File: src/rtl/alu_op_sequencer_if.sv
// ---------------------------------------------------------------------------
// alu_op_sequencer_if
//   Bundles the three channels of the ALU command sequencer:
//     cmd_*  : request channel (valid/ready), operands are 2*W bits wide
//     alu_*  : drive/capture of a purely combinational W-bit ALU
//     rsp_*  : result channel (valid/ready), result is 2*W bits wide
//   Modports:
//     slave  : the sequencer (accepts commands, drives the ALU, returns results)
//     master : the environment (issues commands, models the ALU, takes results)
//   Optional: ALU_OP_SEQUENCER_ZFLAG_EN adds rsp_zero to the result channel.
// ---------------------------------------------------------------------------
interface alu_op_sequencer_if #(
  parameter int W = 16
);
  logic             cmd_valid;
  logic             cmd_ready;
  logic [4:0]       cmd_fs;
  logic [2*W-1:0]   cmd_a;
  logic [2*W-1:0]   cmd_b;
  logic             cmd_cin;
  logic             cmd_wide;

  logic [W-1:0]     alu_a;
  logic [W-1:0]     alu_b;
  logic [4:0]       alu_fs;
  logic             alu_cin;
  logic [W-1:0]     alu_f;
  logic             alu_cout;

  logic             rsp_valid;
  logic             rsp_ready;
  logic [2*W-1:0]   rsp_f;
  logic             rsp_cout;
`ifdef ALU_OP_SEQUENCER_ZFLAG_EN
  logic             rsp_zero;
`endif

  modport slave (
    input  cmd_valid, cmd_fs, cmd_a, cmd_b, cmd_cin, cmd_wide,
    output cmd_ready,
    output alu_a, alu_b, alu_fs, alu_cin,
    input  alu_f, alu_cout,
    output rsp_valid, rsp_f, rsp_cout,
    input  rsp_ready
`ifdef ALU_OP_SEQUENCER_ZFLAG_EN
    , output rsp_zero
`endif
  );

  modport master (
    output cmd_valid, cmd_fs, cmd_a, cmd_b, cmd_cin, cmd_wide,
    input  cmd_ready,
    input  alu_a, alu_b, alu_fs, alu_cin,
    output alu_f, alu_cout,
    input  rsp_valid, rsp_f, rsp_cout,
    output rsp_ready
`ifdef ALU_OP_SEQUENCER_ZFLAG_EN
    , input rsp_zero
`endif
  );
endinterface

File: src/rtl/alu_op_sequencer.sv
// ---------------------------------------------------------------------------
// alu_op_sequencer
//   Command-side driver for a W-bit combinational ALU. A request is accepted
//   in IDLE, its operands are registered, and the ALU is run for one pass
//   (narrow) or two passes, low half then high half (wide). F/Cout are
//   captured in the same cycle they are driven and returned on the response
//   channel, held stable until the consumer takes them.
//   Ports:
//     clk  : clock, rising edge
//     rst  : synchronous active-high reset
//     bus  : alu_op_sequencer_if.slave (cmd_*, alu_*, rsp_* channels)
//   Parameters:
//     W          : ALU width; results are 2*W bits
//     CHAIN_MASK : bit i set -> FS=i feeds the low-pass Cout into the
//                  high-pass Cin; clear -> high pass reuses cmd_cin
//   Optional feature macro: ALU_OP_SEQUENCER_ZFLAG_EN (adds rsp_zero).
// ---------------------------------------------------------------------------
module alu_op_sequencer #(
  parameter int          W          = 16,
  parameter logic [31:0] CHAIN_MASK = 32'h0000_FFFF
) (
  input logic               clk,
  input logic               rst,
  alu_op_sequencer_if.slave bus
);

  typedef enum logic [1:0] {IDLE, LO, HI, RESP} state_e;

  state_e         state_q, state_d;
  logic [4:0]     fs_q, fs_d;
  logic [2*W-1:0] a_q, a_d;
  logic [2*W-1:0] b_q, b_d;
  logic           cin_q, cin_d;
  logic           wide_q, wide_d;
  logic [2*W-1:0] res_q, res_d;
  logic           carry_q, carry_d;
`ifdef ALU_OP_SEQUENCER_ZFLAG_EN
  logic           zero_q, zero_d;
`endif

  logic           cmd_ready;
  logic           rsp_valid;
  logic [W-1:0]   alu_a;
  logic [W-1:0]   alu_b;
  logic [4:0]     alu_fs;
  logic           alu_cin;

  // NOTE: state registers use non-blocking assignments so every flop samples
  // the pre-edge value of the others, independent of statement order.
  always_ff @(posedge clk) begin
    if (rst) begin
      state_q <= IDLE;
      fs_q    <= '0;
      a_q     <= '0;
      b_q     <= '0;
      cin_q   <= 1'b0;
      wide_q  <= 1'b0;
      res_q   <= '0;
      carry_q <= 1'b0;
`ifdef ALU_OP_SEQUENCER_ZFLAG_EN
      zero_q  <= 1'b0;
`endif
    end else begin
      state_q <= state_d;
      fs_q    <= fs_d;
      a_q     <= a_d;
      b_q     <= b_d;
      cin_q   <= cin_d;
      wide_q  <= wide_d;
      res_q   <= res_d;
      carry_q <= carry_d;
`ifdef ALU_OP_SEQUENCER_ZFLAG_EN
      zero_q  <= zero_d;
`endif
    end
  end

  // NOTE: every signal written here gets a default first; a path that leaves
  // one unassigned would infer a latch.
  always_comb begin
    state_d   = state_q;
    fs_d      = fs_q;
    a_d       = a_q;
    b_d       = b_q;
    cin_d     = cin_q;
    wide_d    = wide_q;
    res_d     = res_q;
    carry_d   = carry_q;
`ifdef ALU_OP_SEQUENCER_ZFLAG_EN
    zero_d    = zero_q;
`endif
    cmd_ready = 1'b0;
    rsp_valid = 1'b0;
    alu_a     = '0;
    alu_b     = '0;
    alu_fs    = '0;
    alu_cin   = 1'b0;

    unique case (state_q)
      IDLE: begin
        // Reset overrides the accept so nothing is taken during reset.
        cmd_ready = !rst;
        if (bus.cmd_valid && cmd_ready) begin
          fs_d    = bus.cmd_fs;
          a_d     = bus.cmd_a;
          b_d     = bus.cmd_b;
          cin_d   = bus.cmd_cin;
          wide_d  = bus.cmd_wide;
          state_d = LO;
        end
      end

      LO: begin
        alu_a   = a_q[W-1:0];
        alu_b   = b_q[W-1:0];
        alu_fs  = fs_q;
        alu_cin = cin_q;
        res_d[W-1:0] = bus.alu_f;
        carry_d      = bus.alu_cout;
        if (wide_q) begin
          state_d = HI;
        end else begin
          res_d[2*W-1:W] = '0;
`ifdef ALU_OP_SEQUENCER_ZFLAG_EN
          zero_d = (bus.alu_f == '0);
`endif
          state_d = RESP;
        end
      end

      HI: begin
        alu_a   = a_q[2*W-1:W];
        alu_b   = b_q[2*W-1:W];
        alu_fs  = fs_q;
        alu_cin = CHAIN_MASK[fs_q] ? carry_q : cin_q;
        res_d[2*W-1:W] = bus.alu_f;
        carry_d        = bus.alu_cout;
`ifdef ALU_OP_SEQUENCER_ZFLAG_EN
        zero_d = ({bus.alu_f, res_q[W-1:0]} == '0);
`endif
        state_d = RESP;
      end

      RESP: begin
        rsp_valid = !rst;
        if (bus.rsp_ready) state_d = IDLE;
      end

      default: state_d = IDLE;
    endcase
  end

  assign bus.cmd_ready = cmd_ready;
  assign bus.rsp_valid = rsp_valid;
  assign bus.rsp_f     = res_q;
  assign bus.rsp_cout  = carry_q;
  assign bus.alu_a     = alu_a;
  assign bus.alu_b     = alu_b;
  assign bus.alu_fs    = alu_fs;
  assign bus.alu_cin   = alu_cin;
`ifdef ALU_OP_SEQUENCER_ZFLAG_EN
  assign bus.rsp_zero  = zero_q;
`endif

endmodule
File: src/flat_wrapper.sv
// flat-port wrapper written by rule: the top's interface ports become plain ports
module alu_op_sequencer_flat 
#(
  parameter int          W          = 16,
  parameter logic [31:0] CHAIN_MASK = 32'h0000_FFFF
)
  (clk, rst, bus_cmd_valid, bus_cmd_fs, bus_cmd_a, bus_cmd_b, bus_cmd_cin, bus_cmd_wide, bus_cmd_ready, bus_alu_a, bus_alu_b, bus_alu_fs, bus_alu_cin, bus_alu_f, bus_alu_cout, bus_rsp_valid, bus_rsp_f, bus_rsp_cout, bus_rsp_ready);
  alu_op_sequencer_if #(.W(W)) bus_i ();
  input logic clk;
  input logic rst;
  input wire logic [$bits(bus_i.cmd_valid)-1:0] bus_cmd_valid;
  input wire logic [$bits(bus_i.cmd_fs)-1:0] bus_cmd_fs;
  input wire logic [$bits(bus_i.cmd_a)-1:0] bus_cmd_a;
  input wire logic [$bits(bus_i.cmd_b)-1:0] bus_cmd_b;
  input wire logic [$bits(bus_i.cmd_cin)-1:0] bus_cmd_cin;
  input wire logic [$bits(bus_i.cmd_wide)-1:0] bus_cmd_wide;
  output wire logic [$bits(bus_i.cmd_ready)-1:0] bus_cmd_ready;
  output wire logic [$bits(bus_i.alu_a)-1:0] bus_alu_a;
  output wire logic [$bits(bus_i.alu_b)-1:0] bus_alu_b;
  output wire logic [$bits(bus_i.alu_fs)-1:0] bus_alu_fs;
  output wire logic [$bits(bus_i.alu_cin)-1:0] bus_alu_cin;
  input wire logic [$bits(bus_i.alu_f)-1:0] bus_alu_f;
  input wire logic [$bits(bus_i.alu_cout)-1:0] bus_alu_cout;
  output wire logic [$bits(bus_i.rsp_valid)-1:0] bus_rsp_valid;
  output wire logic [$bits(bus_i.rsp_f)-1:0] bus_rsp_f;
  output wire logic [$bits(bus_i.rsp_cout)-1:0] bus_rsp_cout;
  input wire logic [$bits(bus_i.rsp_ready)-1:0] bus_rsp_ready;
  assign bus_i.cmd_valid = bus_cmd_valid;
  assign bus_i.cmd_fs = bus_cmd_fs;
  assign bus_i.cmd_a = bus_cmd_a;
  assign bus_i.cmd_b = bus_cmd_b;
  assign bus_i.cmd_cin = bus_cmd_cin;
  assign bus_i.cmd_wide = bus_cmd_wide;
  assign bus_cmd_ready = bus_i.cmd_ready;
  assign bus_alu_a = bus_i.alu_a;
  assign bus_alu_b = bus_i.alu_b;
  assign bus_alu_fs = bus_i.alu_fs;
  assign bus_alu_cin = bus_i.alu_cin;
  assign bus_i.alu_f = bus_alu_f;
  assign bus_i.alu_cout = bus_alu_cout;
  assign bus_rsp_valid = bus_i.rsp_valid;
  assign bus_rsp_f = bus_i.rsp_f;
  assign bus_rsp_cout = bus_i.rsp_cout;
  assign bus_i.rsp_ready = bus_rsp_ready;
  alu_op_sequencer #(.W(W), .CHAIN_MASK(CHAIN_MASK)) u_core (.clk(clk), .rst(rst), .bus(bus_i));
endmodule
File: config.mk
export PLATFORM = sky130hd
export DESIGN_NAME = alu_op_sequencer_flat
export DESIGN_NICKNAME = d
export VERILOG_FILES = /design/src/rtl/alu_op_sequencer_if.sv /design/src/rtl/alu_op_sequencer.sv /design/src/flat_wrapper.sv
export SDC_FILE = /design/constraint.sdc
export NUM_CORES = 1
export LEC_CHECK = 0
export CAP_MARGIN = 10
export CORE_ASPECT_RATIO = 2
export CORE_UTILIZATION = 42
export DETAILED_ROUTE_END_ITERATION = 7
export DONT_BUFFER_PORTS = 1
export GPL_ROUTABILITY_DRIVEN = 1
export MAX_ROUTING_LAYER = met4
export SYNTH_ARGS = -nofsm -noshare
export SYNTH_HDL_FRONTEND = slang
export SYNTH_SLANG_ARGS = --single-unit
File: constraint.sdc
create_clock -name clk -period 4 [get_ports clk]
set_clock_uncertainty 0.15 [all_clocks]
set_input_delay 0.8 -clock clk [delete_from_list [all_inputs] [get_ports clk]]
set_output_delay 0.8 -clock clk [all_outputs]
set_load 0.005 [all_outputs]
==> results of run 1 <==
==> routing by layer <==
| layer | share of wire | track usage |
|---|---|---|
| met1 | 0.39 | 0.203 |
| met2 | 0.52 | 0.356 |
| met5 | 0 | - |
| met3 | 0.052 | 0.0425 |
| met4 | 0.033 | 0.102 |
==> worst reg2reg max path, cell delays in order (launching register included) <==
cell and delay [ns]:
dfxtp_1 0.36, inv_1 0.14, ha_2 0.69, buf_4 0.33
nand2b_1 0.55, nand3_1 0.16, a21oi_1 0.16
==> placed cells by master, fill, tap and decap left out, types with 2 or more instances in the layout <==
cell,n
a21oi_1,17
a22oi_1,32
and2_1,5
buf_4,8
clkbuf_16,9
clkinv_2,3
dfxtp_1,107
ha_1,5
inv_1,2
mux2i_1,17
nand2_1,71
nand2b_1,75
nand3_1,17
nor2_1,17
nor2b_1,37
o211ai_1,16
o21ai_0,65
o21ai_1,6
==> worst max path at each step <==
stage,slack [ns],cells past startpoint,startpoint,end
after detailed placement,1.22,5,u_core.state_q[1],bus_alu_b[0]
after global routing,0.70,5,u_core.state_q[1],bus_alu_b[0]
final,0.88,5,u_core.state_q[1],bus_alu_b[0]
after CTS,0.84,5,u_core.state_q[1],bus_alu_b[0]
after floorplan,1.75,6,u_core.state_q[0],bus_alu_cin
after global placement,1.30,5,u_core.state_q[1],bus_alu_b[0]
==> report_power, final <==
| part | switching, mW | internal [mW] | leakage, nW |
|---|---|---|---|
| sequential | 0.159 | 1.30 | 0.876 |
| clock | 0.394 | 0.440 | 0.139 |
| combinational | 0.614 | 0.393 | 0.609 |
| total | 1.17 | 2.13 | 1.62 |
==> cell type report <==
type,count,area (um^2)
multi-input cells,391,2270
inverters,2,7.51
clock buffers,10,239
clock inverters,6,40.0
flip-flops and latches,107,2140
well taps,140,175
fillers,1137,6010
repair buffers,8,60.1
==> registers in the layout, summed over array words and instances, names as in the netlist, named ones only <==
name and count:
u_core.cin_q 1, u_core.fs_q 5, u_core.state_q 2, u_core.bus.rsp_f 32
u_core.bus.rsp_cout 1, u_core.wide_q 1, u_core.a_q 32, u_core.b_q 32
==> kinds of logic after synthesis <==
family,after synthesis,share of synthesized area
compound gates,142,0.179
fa+ha+maj,6,0.0158
buf+inv,54,0.0731
flops,107,0.450
mux,17,0.0358
simple gates,226,0.247
==> metrics by stage <==
stage	util	setup WS [ns]	instances	area, um^2
after global routing	0.451	0.701	664	4940
final	0.451	0.883	664	4940
after global placement	0.426	1.30	648	4660
after CTS	0.451	0.835	664	4940
after detailed placement	0.426	1.22	648	4660
after floorplan	-	1.75	552	4760
==> results.txt, run 1 <==
Unique cell type count in the Yosys netlist: 33
DRT Wirelength: 11600 um
#FFs+latches synth: 107
Ratio of cells with drive above 1 in the final layout: 0.0553
Clock root buffer master: clkbuf_16
Critical R2R Launch: u_core.state_q[1]
Net count after synthesis: 650
Core Region: 0.0109 mm^2
CP endpoint kind: output pin
F_max: 0.321 GHz
Leakage: 1.62 nW
I/O Pins: 165
Critical path data arrival time: 2.17 ns
Clock sinks: 107
RSZ-0062 raised after global routing: no
Main flop type after synthesis: dfxtp_1
Hold_buf cts: 0
Vias in the first global route: 3637
Synthesized area: 0.00476 mm^2
Core Rows: 54
Largest area contributor in the netlist: dfxtp_1
CTS clk-pin slew, worst paths: 0.07 ns
Post-Route Setup TNS: 0 ns
Hpwl dp: 8070 um
Period Utilization, post-route: 0.779
Hold WC Path Type: reg -> reg
Worst slew pin tran: 0.739 ns
Post-CTS Resized: 0
Post-synth top cells: 107 x dfxtp_1, 75 x nand2b_1, 71 x nand2_1, 65 x o21ai_0, 37 x nor2b_1
Drt first pass iters: 4
Setup CP Type: reg -> out
Final Critical Period: 3.12 ns
DR DRC count: 0
Later-pin clock latency in the skew report: 0.34 ns
Hold Path Cell Cnt: 2
Chip height: 153 um
Largest net degree at the start of global routing: 110
Final count of hold timing violations: 0
GPL Wtd Cong: 0.863
EDFF count, synth: 0
CTS Buf Count: 9
Worst path max stage delay: 0.69 ns
Worst reg-to-reg setup slack: 1.40 ns
Mapped Avg Cell Area: 8.62 um^2
Top-area cell type share of the netlist area: 0.450
Worst path slowest cell: ha_2
Vias/cell: 5.42
Synth warn: 0
PortBufs: 0
First-pass GRT wire length: 18100 um
Maxcap violations: 0
Die area: 0.0118 mm^2
Detailed Route Iter0 Violations: 149
Worst R2R Path Depth: 6
WL/cell: 17.4 um
Count leader, synth: dfxtp_1
Bufs on Longest Clock Path: 2
Gr usage total: 0.201
Post-route ant nets: 0
CTS tree: yes
Pwr/cell area: 668 mW/mm^2
Post-CTS setup buffers: 0
Cells after Synth: 552
Area Growth Syn to Fin: 3.79%
Worst path required time: 3.05 ns
WHS: 0.320 ns
Number of diodes: 0
Initial Utilization: 0.435
FFs w/ async S/R, synth: 0
Via count: 3596
Setup crit start kind: register
Critical path cell sequence: inv_1, ha_2, buf_4, a22oi_1, nor2b_1
Grt ovf: 0
Total chip power: 3.30 mW
Initial antenna violation count: 0
Crit path buffers/inverters: 2
Fin. max-slew vios: 0
Slew headroom: 0.507
Hold path start: u_core.cin_q
Worst-path maximum fanout: 30
Largest cells by area after synthesis: dfxtp_1 45%, nand2b_1 9.9%, o21ai_0 6.8%
# setup viols final: 0
Seq/Total Area, Yosys: 0.450
Delay-heaviest family, CP: adder cells
Final-stage net count: 617
H-tree Lvls: 3
Maximum VDD drop: 0.000257 V
Die X: 77.3 um
Reg-to-reg endpoint: u_core.bus.rsp_f[30]
WHS Endpoint: u_core.cin_q
Result of the run: finished, final reports clean
(Power assumes the default switching activity.)
==> inputs of run 2 (changes only) <==
Clock period 4 ns to 2.9 ns, I/O delays scaled along.
==> run 2 against run 1 <==
  * Final cell count up 0.15%
  * Largest power group unchanged
  * First-iteration DRC count down 2.7%
  * Via count about the same
  * Global-route usage grew 0.36 points
  * Register-to-register slack lost 1.0 ns
  * Worst hold slack lost 0.12 ns
  * Non-clock buffer count rose by 1
  * Worst setup slack got worse by 0.72 ns
  * Critical path depth did not move
  * Combinational power up 45%
  * Sequential power grew 37%
==> results.txt, run 2 (synthesized netlist as in run 1, its figures left out) <==
Result of the run: finished, final reports clean
Number of diodes: 0 (unchanged)
Hold WC Path Type: in -> reg
Grt ovf: 0 (unchanged)
Die X: 77.3 um (unchanged)
Core Region: 0.0109 mm^2 (unchanged)
Met2 wire length: 6080 um (+0.13%)
Post-CTS Resized: 0 (unchanged)
Chip height: 153 um (unchanged)
Max layer used: met4
Final Critical Period: 2.74 ns
PortBufs: 0 (unchanged)
Hold_buf cts: 0 (unchanged)
CTS Buf Count: 9 (unchanged)
F_max: 0.366 GHz
Hold path start: bus_cmd_b[17]
Pwr/cell area: 929 mW/mm^2 (+39%)
# setup viols final: 0 (unchanged)
Fin. max-slew vios: 0 (unchanged)
Vias/cell: 5.41 (about the same)
CTS tree: yes
Hold Path Cell Cnt: 2 (unchanged)
WHS: 0.198 ns (-0.122 ns)
Gr usage total: 0.204 (+0.00355)
Setup WS post-layout: 0.164 ns (-0.719 ns)
Clock sinks: 107 (unchanged)
GPL Wtd Cong: 0.819 (-5.1%)
Hpwl dp: 8030 um (-0.54%)
Final Util: 0.456 (+0.00503)
Final count of hold timing violations: 0 (unchanged)
Post-route ant nets: 0 (unchanged)
DRT Wirelength: 11600 um (+0.60%)
Die area: 0.0118 mm^2 (unchanged)
Area Growth Syn to Fin: 4.94%
Ratio of cells with drive above 1 in the final layout: 0.0552 (-0.000105)
Worst-path maximum fanout: 23 (-23%)
Clock root buffer master: clkbuf_16
Post-Route Setup TNS: 0 ns (unchanged)
Critical path data arrival time: 2.01 ns (-0.16 ns)
Worst slew pin tran: 1.24 ns (+0.502 ns)
Core Rows: 54 (unchanged)
RSZ-0062 raised after global routing: no
Area of the multi-input gates: 0.00227 mm^2 (unchanged)
Setup crit start kind: register
Detailed Route Iter0 Violations: 145 (-2.7%)
WL/cell: 17.5 um (+0.45%)
Layout fillers: 1120 (-1.5%)
Initial Utilization: 0.435 (unchanged)
Via count: 3599 (+0.083%)
Critical R2R Launch: u_core.state_q[1]
Worst path required time: 2.17 ns (-0.88 ns)
H-tree Lvls: 3 (unchanged)
First-pass GRT wire length: 18400 um (+1.7%)
Most frequent cells in the layout: 107 x dfxtp_1, 75 x nand2b_1, 71 x nand2_1
Post-CTS setup buffers: 0 (unchanged)
Vias in the first global route: 3678 (+1.1%)
Final-stage net count: 618 (+0.16%)
Dpl ws: 0.427 ns (-0.793 ns)
Period Utilization, post-route: 0.943
Reg-to-reg endpoint: u_core.bus.rsp_f[21]
DR DRC count: 0 (unchanged)
Initial antenna violation count: 0 (unchanged)
Seq. cell area: 0.00214 mm^2 (unchanged)
Leakage: 1.64 nW (+0.78%)
Maximum VDD drop: 0.000348 V (+35%)
Worst reg-to-reg setup slack: 0.39 ns (-1.01 ns)
Largest net degree at the start of global routing: 110 (unchanged)
WHS Endpoint: u_core.b_q[17]
WL met3: 635 um (+5.5%)
Drt first pass iters: 5 (+1)
Slew headroom: 0.171 (-0.336)
Later-pin clock latency in the skew report: 0.33 ns (about the same)
Wl on met1: 4570 um (+1.2%)
I/O Pins: 165 (unchanged)
CP endpoint kind: output pin
Worst R2R Path Depth: 5 (-1)
CTS clk-pin slew, worst paths: 0.07 ns (about the same)
Bufs on Longest Clock Path: 2 (unchanged)
Commonest non-fill, non-tap cell in the layout: dfxtp_1
Maxcap violations: 0 (unchanged)
Setup CP Type: reg -> out
## run 2: how the worst max path moves through the flow
stage,startpoint,end,slack (ns)
2_1_floorplan,u_core.state_q[0],bus_alu_cin,0.87
3_3_place_gp,u_core.state_q[1],u_core.bus.rsp_f[26],0.56
3_5_place_dp,u_core.state_q[1],u_core.bus.rsp_f[20],0.43
4_1_cts,u_core.state_q[1],bus_alu_b[0],0.14
5_1_grt,u_core.state_q[1],bus_alu_a[13],0.03
6_report,u_core.state_q[1],bus_alu_b[1],0.16
## run 2: final cells by class
cell class,count,area share
multi-input cells,391,0.456
flip-flops and latches,107,0.429
clock buffers,12,0.0514
well taps,140,0.0351
repair buffers,9,0.0210
clock inverters,4,0.00651
inverters,2,0.00150
## run 2: per-layer routing
metal  global-route usage  up-vias
met4               0.0961        0
met1                0.213     1663
met2                0.358      124
li1                     -     1785
met5                    -        -
met3               0.0443       27
## run 2: power breakdown
group | internal (mW) | leakage (nW) | total (mW) | switching, mW
clock | 0.637 | 0.136 | 1.18 | 0.540
sequential | 1.79 | 0.876 | 2.00 | 0.210
combinational | 0.578 | 0.624 | 1.46 | 0.886
## run 2: worst max-delay path, cell delays in order, from the launching register on
cell and delay, ns:
dfxtp_1 0.35, inv_1 0.13, ha_2 0.55, buf_4 0.33, a22oi_1 0.12, nor2b_1 0.17
## run 2: per-stage QoR
stage	total power [mW]	std cells	cell area (um^2)
6_report	4.64	665	4990
5_1_grt	4.94	665	4990
4_1_cts	4.70	665	4990
3_5_place_dp	3.50	649	4700
3_3_place_gp	3.44	649	4700
2_1_floorplan	3.20	552	4760
==> inputs of run 3 (changes only) <==
Clock period 2.9 ns to 2.3 ns, I/O delays scaled along.
==> run 3 against run 2 <==
  * Sequential power increased by 27%
  * Final area rose by 2.8%
  * Utilization is 1.3 points higher
  * Combinational power up 45%
  * Register-to-register slack worse by 0.07 ns
  * Total power is 31% higher
  * Clock power grew 22%
  * First-iteration DRC count increased by 15%
  * Via count grew 0.50%
  * Global-route usage down 0.35 points
  * Die area did not move
  * Sequential share of layout area fell by 1.1 points
  * Largest cell class unchanged
  * Highest routed layer unchanged
==> results.txt, run 3 (synthesized netlist as in run 1, its figures left out) <==
Chip height: 153 um (unchanged)
Most frequent cells in the layout: 105 x dfxtp_1, 75 x nand2b_1, 71 x nand2_1
Worst-path maximum fanout: 35 (+52%)
Maxcap violations: 0 (unchanged)
Final count of hold timing violations: 0 (unchanged)
PortBufs: 0 (unchanged)
Critical path data arrival time: 1.63 ns (-0.38 ns)
Post-CTS setup buffers: 0 (unchanged)
Worst path slowest cell: dfxtp_2
GR Layer Usage met3: 0.0353 (-0.00898)
Result of the run: finished, final reports clean
Fin. max-slew vios: 0 (unchanged)
CTS tree: yes
Leakage: 1.68 nW (+2.6%)
CP endpoint kind: output pin
Slew headroom: 0.548 (+0.377)
Total chip power: 6.08 mW (+31%)
DRT Wirelength: 11600 um (-0.10%)
GRT Max-Usage Layer: met2
GPL Wtd Cong: 0.780 (-4.8%)
Clock power frac: 0.237 (-0.017)
Flop pwr share: 0.415 (-0.016)
Post-route ant nets: 0 (unchanged)
Worst path required time: 1.69 ns (-0.48 ns)
Worst path max stage delay: 0.39 ns (-0.16 ns)
Vias/cell: 5.41 (about the same)
Hpwl dp: 7850 um (-2.2%)
Met1 usage: 0.214 (+0.00134)
Setup crit start kind: register
# setup viols final: 0 (unchanged)
Maximum VDD drop: 0.000538 V (+54%)
DR DRC count: 0 (unchanged)
Layout fillers: 1072 (-4.3%)
Switching share of power: 0.351 (-0.00184)
Largest net degree at the start of global routing: 110 (unchanged)
Final-stage net count: 622 (+0.65%)
Area Growth Syn to Fin: 7.86%
Clock sinks: 107 (unchanged)
Ratio of cells with drive above 1 in the final layout: 0.0966 (+0.0414)
Grt ovf: 0 (unchanged)
Dpl cells: 652 (+0.46%)
Final Critical Period: 2.24 ns
Number of diodes: 0 (unchanged)
Hold WC Path Type: in -> reg
Critical path cell sequence: inv_1, ha_1, buf_12, nor2b_1
P_sw: 2.13 mW (+30%)
Initial antenna violation count: 0 (unchanged)
Hold_buf cts: 0 (unchanged)
WL/cell: 17.4 um (-0.55%)
Core Region: 0.0109 mm^2 (unchanged)
Initial Utilization: 0.435 (unchanged)
Core Rows: 54 (unchanged)
Crit path buffers/inverters: 2 (unchanged)
I/O Pins: 165 (unchanged)
Pwr/cell area: 1190 mW/mm^2 (+28%)
WHS: 0.0506 ns (-0.147 ns)
Die area: 0.0118 mm^2 (unchanged)
Period Utilization, post-route: 0.975
Setup CP Type: reg -> out
Met2 Use GR: 0.360 (+0.00211)
Bufs on Longest Clock Path: 2 (unchanged)
Die X: 77.3 um (unchanged)
Vias in the first global route: 3691 (+0.35%)
F_max: 0.446 GHz
Later-pin clock latency in the skew report: 0.33 ns (about the same)
H-tree Lvls: 3 (unchanged)
P_int: 3.95 mW (+31%)
Worst slew pin tran: 0.678 ns (-0.563 ns)
First-pass GRT wire length: 18300 um (-0.49%)
Detailed Route Iter0 Violations: 167 (+15%)
CTS clk-pin slew, worst paths: 0.07 ns (about the same)
Clock root buffer master: clkbuf_16
Commonest non-fill, non-tap cell in the layout: dfxtp_1
Drt first pass iters: 4 (-1)
Final Util: 0.469 (+0.0127)
Gr usage total: 0.201 (-0.00350)
CTS Buf Count: 9 (unchanged)
Gate power share: 0.348 (+0.033)
Via count: 3617 (+0.50%)
Final non-filler cell total: 668 (+0.45%)
Delay-heaviest family, CP: flip-flops
run 3: stage by stage:
step	setup TNS [ns]	worst slack [ns]	cell area, um^2
CTS	0	0.00100	5020
detailed placement	0	0.343	4740
floorplan	0	0.394	4760
global placement	0	0.356	4740
global route	-0.0468	-0.0131	5130
finish	0	0.0574	5130
run 3: cell type report:
class,count,area [um^2],share of cell area
clock buffers,10,239,0.0466
clock inverters,5,40.0,0.00780
inverters,2,7.51,0.00146
multi-input cells,391,2350,0.458
flip-flops and latches,107,2140,0.418
well taps,140,175,0.0341
repair buffers,13,176,0.0344
run 3: repair_timing:
item	in CTS	in global routing
endpoints found under the setup margin	1	29
endpoints found under the hold margin	0	0
pin swaps	0	1
resized for setup	1	26
cloned	0	1
run 3: worst paths after layout:
kind | depth (start not counted) | slack [ns] | startpoint | to
worst max-delay path | 4 | 0.06 | u_core.state_q[1] | bus_alu_b[9]
worst min-delay path | 1 | 0.05 | rst | u_core.bus.rsp_f[31]
worst max register to register | 6 | 0.32 | u_core.state_q[1] | u_core.b_q[31]
worst min register to register | 2 | 0.31 | u_core.cin_q | u_core.cin_q
run 3: power by group through the flow:
stage | Clock (mW) | Sequential (mW) | Combinational (mW)
6_report | 1.44 | 2.53 | 2.12
5_1_grt | 1.56 | 2.57 | 2.32
4_1_cts | 1.49 | 2.51 | 1.97
3_5_place_dp | 0 | 2.55 | 1.97
3_3_place_gp | 0 | 2.54 | 1.91
2_1_floorplan | 0 | 2.47 | 1.56
run 3: per-layer routing:
metal | vias up | share of wire
met3 | 16 | 0.048
met2 | 123 | 0.53
met4 | 0 | 0.020
li1 | 1789 | -
met1 | 1689 | 0.40
met5 | - | 0
run 3: worst register-to-register path, cell delays in order, from the launching register on:
cell and delay (ns):
dfxtp_2 0.36, inv_1 0.16, ha_1 0.22, and3b_4 0.45, buf_4 0.38, nand2_1 0.11
o21ai_0 0.08
